File: config.mk
export PLATFORM = sky130hd
export DESIGN_NAME = axi4_sys_port_txn_gate
export DESIGN_NICKNAME = d
export VERILOG_FILES = /design/src/rtl/axi4_sys_port_txn_gate.sv
export SDC_FILE = /design/constraint.sdc
export NUM_CORES = 1
export LEC_CHECK = 0
export ABC_AREA = 1
export BUFFER_PORTS_ARGS = -buffer_cell sky130_fd_sc_hd__buf_2
export CAP_MARGIN = 20
export CORE_AREA = 5 5 201 203
export DETAILED_ROUTE_END_ITERATION = 12
export DIE_AREA = 0 0 206 208
export PLACE_DENSITY = 0.44
export SYNTH_ARGS = -nofsm -noshare
export SYNTH_HDL_FRONTEND = slang
export SYNTH_SLANG_ARGS = --single-unit
File: constraint.sdc
create_clock -name clock -period 5.5 [get_ports clock]
set_clock_uncertainty 0.1 [all_clocks]
set_input_delay 1.65 -clock clock [delete_from_list [all_inputs] [get_ports clock]]
set_output_delay 1.65 -clock clock [all_outputs]
set_load 0.01 [all_outputs]
File: src/rtl/axi4_sys_port_txn_gate.sv
// AXI4 transaction gate for the system port: caps outstanding reads/writes, orders W behind AW,
// supports a quiesce/drain handshake and flags unexpected responses and response timeouts.
module axi4_sys_port_txn_gate #(
    parameter int ID_W    = 4,
    parameter int ADDR_W  = 31,
    parameter int DATA_W  = 64,
    parameter int MAX_OUT = 8,
    parameter int TIMEOUT = 4096,
    parameter int CNT_W   = $clog2(MAX_OUT + 1)
) (
    input  logic                            clock,
    input  logic                            reset_n,

    input  logic                            s_aw_valid,
    output logic                            s_aw_ready,
    input  logic [ID_W+ADDR_W+12:0]         s_aw_bits,
    output logic                            m_aw_valid,
    input  logic                            m_aw_ready,
    output logic [ID_W+ADDR_W+12:0]         m_aw_bits,

    input  logic                            s_w_valid,
    output logic                            s_w_ready,
    input  logic [DATA_W+DATA_W/8:0]        s_w_bits,
    output logic                            m_w_valid,
    input  logic                            m_w_ready,
    output logic [DATA_W+DATA_W/8:0]        m_w_bits,

    input  logic                            s_ar_valid,
    output logic                            s_ar_ready,
    input  logic [ID_W+ADDR_W+12:0]         s_ar_bits,
    output logic                            m_ar_valid,
    input  logic                            m_ar_ready,
    output logic [ID_W+ADDR_W+12:0]         m_ar_bits,

    input  logic                            m_b_valid,
    output logic                            m_b_ready,
    input  logic [ID_W+1:0]                 m_b_bits,
    output logic                            s_b_valid,
    input  logic                            s_b_ready,
    output logic [ID_W+1:0]                 s_b_bits,

    input  logic                            m_r_valid,
    output logic                            m_r_ready,
    input  logic [ID_W+DATA_W+2:0]          m_r_bits,
    output logic                            s_r_valid,
    input  logic                            s_r_ready,
    output logic [ID_W+DATA_W+2:0]          s_r_bits,

    input  logic                            quiesce,
    output logic                            idle,
    output logic                            err_unexp_b,
    output logic                            err_unexp_r,
    output logic                            err_timeout,
    input  logic                            err_clear,
    output logic [CNT_W-1:0]                wr_out,
    output logic [CNT_W-1:0]                rd_out
);

    localparam int WD_W      = (TIMEOUT > 0) ? $clog2(TIMEOUT + 1) : 1;
    localparam int WD_LAST_I = (TIMEOUT > 0) ? TIMEOUT - 1 : 0;

    localparam logic [CNT_W-1:0] CNT_MAX  = CNT_W'(MAX_OUT);
    localparam logic [CNT_W-1:0] CNT_ZERO = {CNT_W{1'b0}};
    localparam logic [CNT_W-1:0] CNT_ONE  = CNT_W'(1);
    localparam logic [WD_W-1:0]  WD_MAX   = WD_W'(TIMEOUT);
    localparam logic [WD_W-1:0]  WD_LAST  = WD_W'(WD_LAST_I);
    localparam logic [WD_W-1:0]  WD_ZERO  = {WD_W{1'b0}};
    localparam logic [WD_W-1:0]  WD_ONE   = WD_W'(1);

    logic [CNT_W-1:0] wr_cnt_r, wr_cnt_nxt_s;
    logic [CNT_W-1:0] rd_cnt_r, rd_cnt_nxt_s;
    logic [CNT_W-1:0] w_pend_r, w_pend_nxt_s;
    logic [WD_W-1:0]  wd_cnt_r, wd_cnt_nxt_s;
    logic             err_unexp_b_r, err_unexp_r_r, err_timeout_r;
    logic             err_unexp_b_nxt_s, err_unexp_r_nxt_s, err_timeout_nxt_s;

    logic aw_ok_s, ar_ok_s, w_ok_s;
    logic aw_fire_s, ar_fire_s, w_last_fire_s, b_fire_s, r_fire_s, r_last_fire_s;
    logic unexp_b_s, unexp_r_s, timeout_hit_s, wd_clear_s;

    // Gating only looks at registered counts and quiesce, never at the ready on the same side.
    assign aw_ok_s = !quiesce && (wr_cnt_r < CNT_MAX) && (w_pend_r < CNT_MAX);
    assign ar_ok_s = !quiesce && (rd_cnt_r < CNT_MAX);
    assign w_ok_s  = (w_pend_r != CNT_ZERO);

    assign m_aw_valid = s_aw_valid & aw_ok_s;
    assign s_aw_ready = m_aw_ready & aw_ok_s;
    assign m_aw_bits  = s_aw_bits;
    assign m_ar_valid = s_ar_valid & ar_ok_s;
    assign s_ar_ready = m_ar_ready & ar_ok_s;
    assign m_ar_bits  = s_ar_bits;
    assign m_w_valid  = s_w_valid & w_ok_s;
    assign s_w_ready  = m_w_ready & w_ok_s;
    assign m_w_bits   = s_w_bits;

    assign s_b_valid  = m_b_valid;
    assign m_b_ready  = s_b_ready;
    assign s_b_bits   = m_b_bits;
    assign s_r_valid  = m_r_valid;
    assign m_r_ready  = s_r_ready;
    assign s_r_bits   = m_r_bits;

    assign aw_fire_s     = s_aw_valid & s_aw_ready;
    assign ar_fire_s     = s_ar_valid & s_ar_ready;
    assign w_last_fire_s = s_w_valid & s_w_ready & s_w_bits[0];
    assign b_fire_s      = m_b_valid & s_b_ready;
    assign r_fire_s      = m_r_valid & s_r_ready;
    assign r_last_fire_s = r_fire_s & m_r_bits[0];

    // Next-state for outstanding counters; a response with nothing outstanding is flagged, not counted.
    always_comb begin
        wr_cnt_nxt_s = wr_cnt_r;
        rd_cnt_nxt_s = rd_cnt_r;
        w_pend_nxt_s = w_pend_r;
        unexp_b_s    = 1'b0;
        unexp_r_s    = 1'b0;

        if (aw_fire_s && !b_fire_s) begin
            wr_cnt_nxt_s = wr_cnt_r + CNT_ONE;
        end else if (b_fire_s && !aw_fire_s) begin
            if (wr_cnt_r != CNT_ZERO) begin
                wr_cnt_nxt_s = wr_cnt_r - CNT_ONE;
            end else begin
                unexp_b_s = 1'b1;
            end
        end else begin
            wr_cnt_nxt_s = wr_cnt_r;
        end

        if (ar_fire_s && !r_last_fire_s) begin
            rd_cnt_nxt_s = rd_cnt_r + CNT_ONE;
        end else if (r_last_fire_s && !ar_fire_s) begin
            if (rd_cnt_r != CNT_ZERO) begin
                rd_cnt_nxt_s = rd_cnt_r - CNT_ONE;
            end else begin
                unexp_r_s = 1'b1;
            end
        end else begin
            rd_cnt_nxt_s = rd_cnt_r;
        end

        // A last beat can only fire while w_pend is non-zero, so no underflow check is needed.
        if (aw_fire_s && !w_last_fire_s) begin
            w_pend_nxt_s = w_pend_r + CNT_ONE;
        end else if (w_last_fire_s && !aw_fire_s) begin
            w_pend_nxt_s = w_pend_r - CNT_ONE;
        end else begin
            w_pend_nxt_s = w_pend_r;
        end
    end

    assign wd_clear_s = ((wr_cnt_r == CNT_ZERO) && (rd_cnt_r == CNT_ZERO)) || b_fire_s || r_fire_s;

    // Response watchdog; with TIMEOUT of zero WD_MAX is zero and the counter never leaves zero.
    always_comb begin
        wd_cnt_nxt_s  = wd_cnt_r;
        timeout_hit_s = 1'b0;
        if (wd_clear_s) begin
            wd_cnt_nxt_s = WD_ZERO;
        end else if (wd_cnt_r != WD_MAX) begin
            wd_cnt_nxt_s  = wd_cnt_r + WD_ONE;
            timeout_hit_s = (wd_cnt_r == WD_LAST);
        end else begin
            wd_cnt_nxt_s = wd_cnt_r;
        end
    end

    // Sticky error flags; a clear wins over a set arriving in the same cycle.
    always_comb begin
        err_unexp_b_nxt_s = err_unexp_b_r;
        err_unexp_r_nxt_s = err_unexp_r_r;
        err_timeout_nxt_s = err_timeout_r;
        if (err_clear) begin
            err_unexp_b_nxt_s = 1'b0;
            err_unexp_r_nxt_s = 1'b0;
            err_timeout_nxt_s = 1'b0;
        end else begin
            err_unexp_b_nxt_s = err_unexp_b_r | unexp_b_s;
            err_unexp_r_nxt_s = err_unexp_r_r | unexp_r_s;
            err_timeout_nxt_s = err_timeout_r | timeout_hit_s;
        end
    end

    // State registers.
    always_ff @(posedge clock or negedge reset_n) begin
        if (!reset_n) begin
            wr_cnt_r      <= CNT_ZERO;
            rd_cnt_r      <= CNT_ZERO;
            w_pend_r      <= CNT_ZERO;
            wd_cnt_r      <= WD_ZERO;
            err_unexp_b_r <= 1'b0;
            err_unexp_r_r <= 1'b0;
            err_timeout_r <= 1'b0;
        end else begin
            wr_cnt_r      <= wr_cnt_nxt_s;
            rd_cnt_r      <= rd_cnt_nxt_s;
            w_pend_r      <= w_pend_nxt_s;
            wd_cnt_r      <= wd_cnt_nxt_s;
            err_unexp_b_r <= err_unexp_b_nxt_s;
            err_unexp_r_r <= err_unexp_r_nxt_s;
            err_timeout_r <= err_timeout_nxt_s;
        end
    end

    assign wr_out      = wr_cnt_r;
    assign rd_out      = rd_cnt_r;
    assign err_unexp_b = err_unexp_b_r;
    assign err_unexp_r = err_unexp_r_r;
    assign err_timeout = err_timeout_r;
    assign idle        = quiesce && (wr_cnt_r == CNT_ZERO) && (rd_cnt_r == CNT_ZERO)
                         && (w_pend_r == CNT_ZERO);

endmodule

# Word-level counts from Yosys, hierarchy flattened
# Cells that the tools add are included.
# word_totals
regBits,28
inputBits,260
word_cells,91
# classes
add_sub_neg,7
magnitude_cmp,3
eq_ne,2
mux,21
bitwise,16
n_reduce_logical,35
# op_table
op,n
$mux 4,8
$mux 13,2
$add 13x1->13 const B,1
$and 1x1->1,13
$eq 13x12->1 const B,1
$logic_and 1x1->1,13
$ne 13x13->1 const B,1
$add 4x1->4 const B,3
$logic_not 4->1,3
$lt 4x4->1 const B,3
$reduce_bool 2->1,6
$reduce_bool 4->1,3
$sub 4x1->4 const B,3
$mux 1,11
$logic_not 1->1,6
$reduce_and 2->1,2
$or 1x1->1,3
$logic_or 1x1->1,2

# Longest topological paths before layout
# logic_depth
word_depth,11
ltp_mapped,13
mapped_depth_nobuf,13

# Worst setup path before layout
# OpenSTA, ideal clock, no wires.
# synth_timing
path_type,input-to-output
from,in quiesce
to,out m_aw_valid
arrival_time_ns,2.068
setup_slack_ns,1.682
path_stages,3
cell_sequence,nor3_1 -> inv_1 -> nor2_1
# synth_between
elab_chain_cells,4
# synth_lines
item,line,rtl
from (decl),49,"input logic quiesce,"
$logic_not 1->1,82,assign aw_ok_s = !quiesce && (wr_cnt_r < CNT_MAX) && (w_pend_r < CNT_MAX);
$logic_and 1x1->1 (2 in a row),82,
$and 1x1->1,86,assign m_aw_valid = s_aw_valid & aw_ok_s;
to (decl),17,"output logic m_aw_valid,"
# Every way passes these cells.

# Worst setup path in the final report
# Ends and elaborated chain as after synthesis.

==> impl_metrics.tcl <==
set metrics [dict create \
    ys_seq_elements 28 \
    drtIter0Drc 94 \
    vias 1998 \
    layout-drive-gt1-share_pct 19.6 \
    hold_violations 0 \
    fp.dieW_um 206 \
    synth.most_common_cell "buf_4" \
    cts-htree-levels 1 \
    rsz0062_at_grt "no" \
    synth_common_cells "buf_4, nand2_1, inv_1" \
    yosys_warnings 0 \
    crit_slowest_cell "nor3_1" \
    overflow 0 \
    dp_slack_ps 1400 \
    fillers 4512 \
    synthCells 484 \
    coreArea_um2 38300 \
    rows 72 \
    cts_resized 0 \
    syn_area_um2 3720 \
    fin_ws_ps 1420 \
    antenna_found_initial 0 \
    max_slew_margin_pct 54.4 \
    drt_wl_total_mm 9.87 \
    cpPeakStageDelay_ps 190 \
    dieArea_um2 42800 \
    holdCritPathClass "flip-flop to flip-flop" \
    async_flop_share_pct 100 \
    n_antenna_cell 0 \
    nets 553 \
    clock_path_buffers 2 \
    cts_buffers 3 \
    ant_nets 0 \
    die_h_um 208 \
    end_kind "output pin" \
    synth_top_cell_by_area "buf_4" \
    setup_tns_ps 0 \
    clock-sinks 28 \
    power_density_nw_per_um2 335 \
    hold_buffers 0 \
    tightestPinTransition_ps 685 \
    post_cts_buffers 0 \
    finalCritPeriodShare_pct 74.1 \
    synth_edf_count 0 \
    syn_avg_cell_area_um2 7.69 \
    timing.fmax_mhz 245 \
    setup_violations 0 \
    start_kind "input pin" \
    grt_pass1_wl_mm 13.4 \
    syn_nets 760 \
    layout_min_cycle_time_ps 4080 \
    status "finished clean" \
    synth_top_area_share_pct 50.4 \
    cts.clk_slew.worst_paths_ps 70 \
    via_per_inst 2.52 \
    cts_tree "built" \
    cts_root_buf "clkbuf_16" \
    total_power_mw 0.933 \
    critPathKind "input pin to output pin" \
    fin_hold_ws_ps 425 \
    path_cells "buf_2 -> nor3_1 -> inv_1 -> nor2_1 -> buf_2" \
    grt_use_total_pct 4.21 \
    critPathBufInv 3 \
    place.gp.congestion 0.712 \
    synth-seq-area-share_pct 18.8 \
    critPathTopFamily "buffers and inverters" \
    ys.flop_type "dfrtp_1" \
    synth_area_leaders "buf_4, dfrtp_1, nand2_1" \
    grt_max_degree 29 \
    initial_core_util_pct 9.72 \
    io_pins 528 \
    maxCapViolations 0 \
    cp.arrival_ps 2330 \
    crit_top_cell "buf_2" \
    critPathRequiredTime_ps 3750 \
    peakVddDrop_mv 0.225 \
    area_delta_synth_final_pct -25.2 \
    yosys.cell_types.count 26 \
    slew_violations 0 \
    wl_per_cell_um 12.4 \
    worstPathMaxFanout 4 \
    p_leak_nw 1.16 \
    port_buffers 39 \
    grt_pass1_vias 2056 \
    drt-pass1-iter-count 4 \
    insertion_delay_ps 270 \
    post-route-drc-count 0 \
    dp_hpwl_mm 8.03 \
]
-- final timing paths --
kind,from,end,cells after the start,slack (ps)
setup / recovery,quiesce,m_aw_valid,5,1420
hold / removal,err_unexp_r,err_unexp_r,2,420
setup reg to reg,wr_out[3],wr_out[3],13,3190
hold reg to reg,err_unexp_r,err_unexp_r,2,420
max in group asynchronous,reset_n,wd_cnt_r[0],1,3540
min in group asynchronous,reset_n,w_pend_r[3],1,1320
-- flip-flops by register name (all words and copies together), names as in the netlist --
register	cells
wd_cnt_r	13
err_unexp_r	1
err_timeout	1
rd_out	4
w_pend_r	4
err_unexp_b	1
wr_out	4
-- per-stage QoR --
step	area, um^2	std cells	utilization (%)
6_report	2780	794	7.27
5_1_grt	2780	794	7.27
4_1_cts	2780	794	7.27
3_5_place_dp	2680	790	6.99
3_3_place_gp	2680	790	6.99
2_1_floorplan	3720	484	-
-- logic make-up (layout without fill, tap and decap cells) --
logic type                 after synthesis  in the layout  share of synthesized area (%)
buffers and inverters                  285             77                           54.2
and+or+nand+nor                        125            125                           15.4
DFF                                     28             28                           18.8
adders and majority gates               16             16                           5.98
AOI/OAI and AO/OA                       16             16                           2.35
xor gates and xnor gates                14             14                           3.29
-- cell type report --
| type | count | area (um^2) | area share (%) |
|---|---|---|---|
| clock buffers | 3 | 75.1 | 2.70 |
| clock inverters | 1 | 30.0 | 1.08 |
| well taps | 518 | 648 | 23.3 |
| multi-input cells | 171 | 1010 | 36.2 |
| inverters | 34 | 128 | 4.59 |
| flip-flops and latches | 28 | 701 | 25.2 |
| repair buffers | 39 | 195 | 7.01 |
-- metal layers --
metal | share of wire [%] | wire length, um | vias to the layer above | track usage [%]
met5 | 0.46 | 45 | - | 0.806
met4 | 14 | 1350 | 2 | 5.74
met3 | 16 | 1610 | 138 | 2.49
met2 | 40 | 3940 | 225 | 5.70
met1 | 30 | 2930 | 813 | 3.68
li1 | - | - | 820 | -
-- power by group --
group	internal, mW	switching [mW]
logic	0.166	0.211
registers	0.258	0.0772
clock network	0.145	0.0753
-- layout by cell type, fill, tap and decap left out --
cell	synthesis	final
a21oi_1	8	8
a21oi_2	2	2
and3_1	1	1
buf_2	0	39
bufinv_16	0	1
clkbuf_16	0	3
dfrtp_1	28	28
fa_1	3	3
ha_1	13	13
inv_1	34	34
nand2_1	57	57
nand2_2	3	3
nand2b_1	1	1
nand3_1	17	17
nand3_2	1	1
nand4_1	5	5
nor2_1	29	29
nor2_2	1	1
nor2_4	3	3
nor2b_1	1	1
nor3_1	3	3
nor3_4	1	1
nor3b_1	2	2
o21ai_0	5	5
o21ai_1	1	1
xnor2_1	10	10
xor2_1	4	4
-- tightest hold or removal path, delay by kind of cell (launching register included) --
kind | cells | cell delay [ps]
flops | 1 | 380
compound gates | 1 | 50
buf+inv | 1 | 50
(Power assumes the default switching activity.)
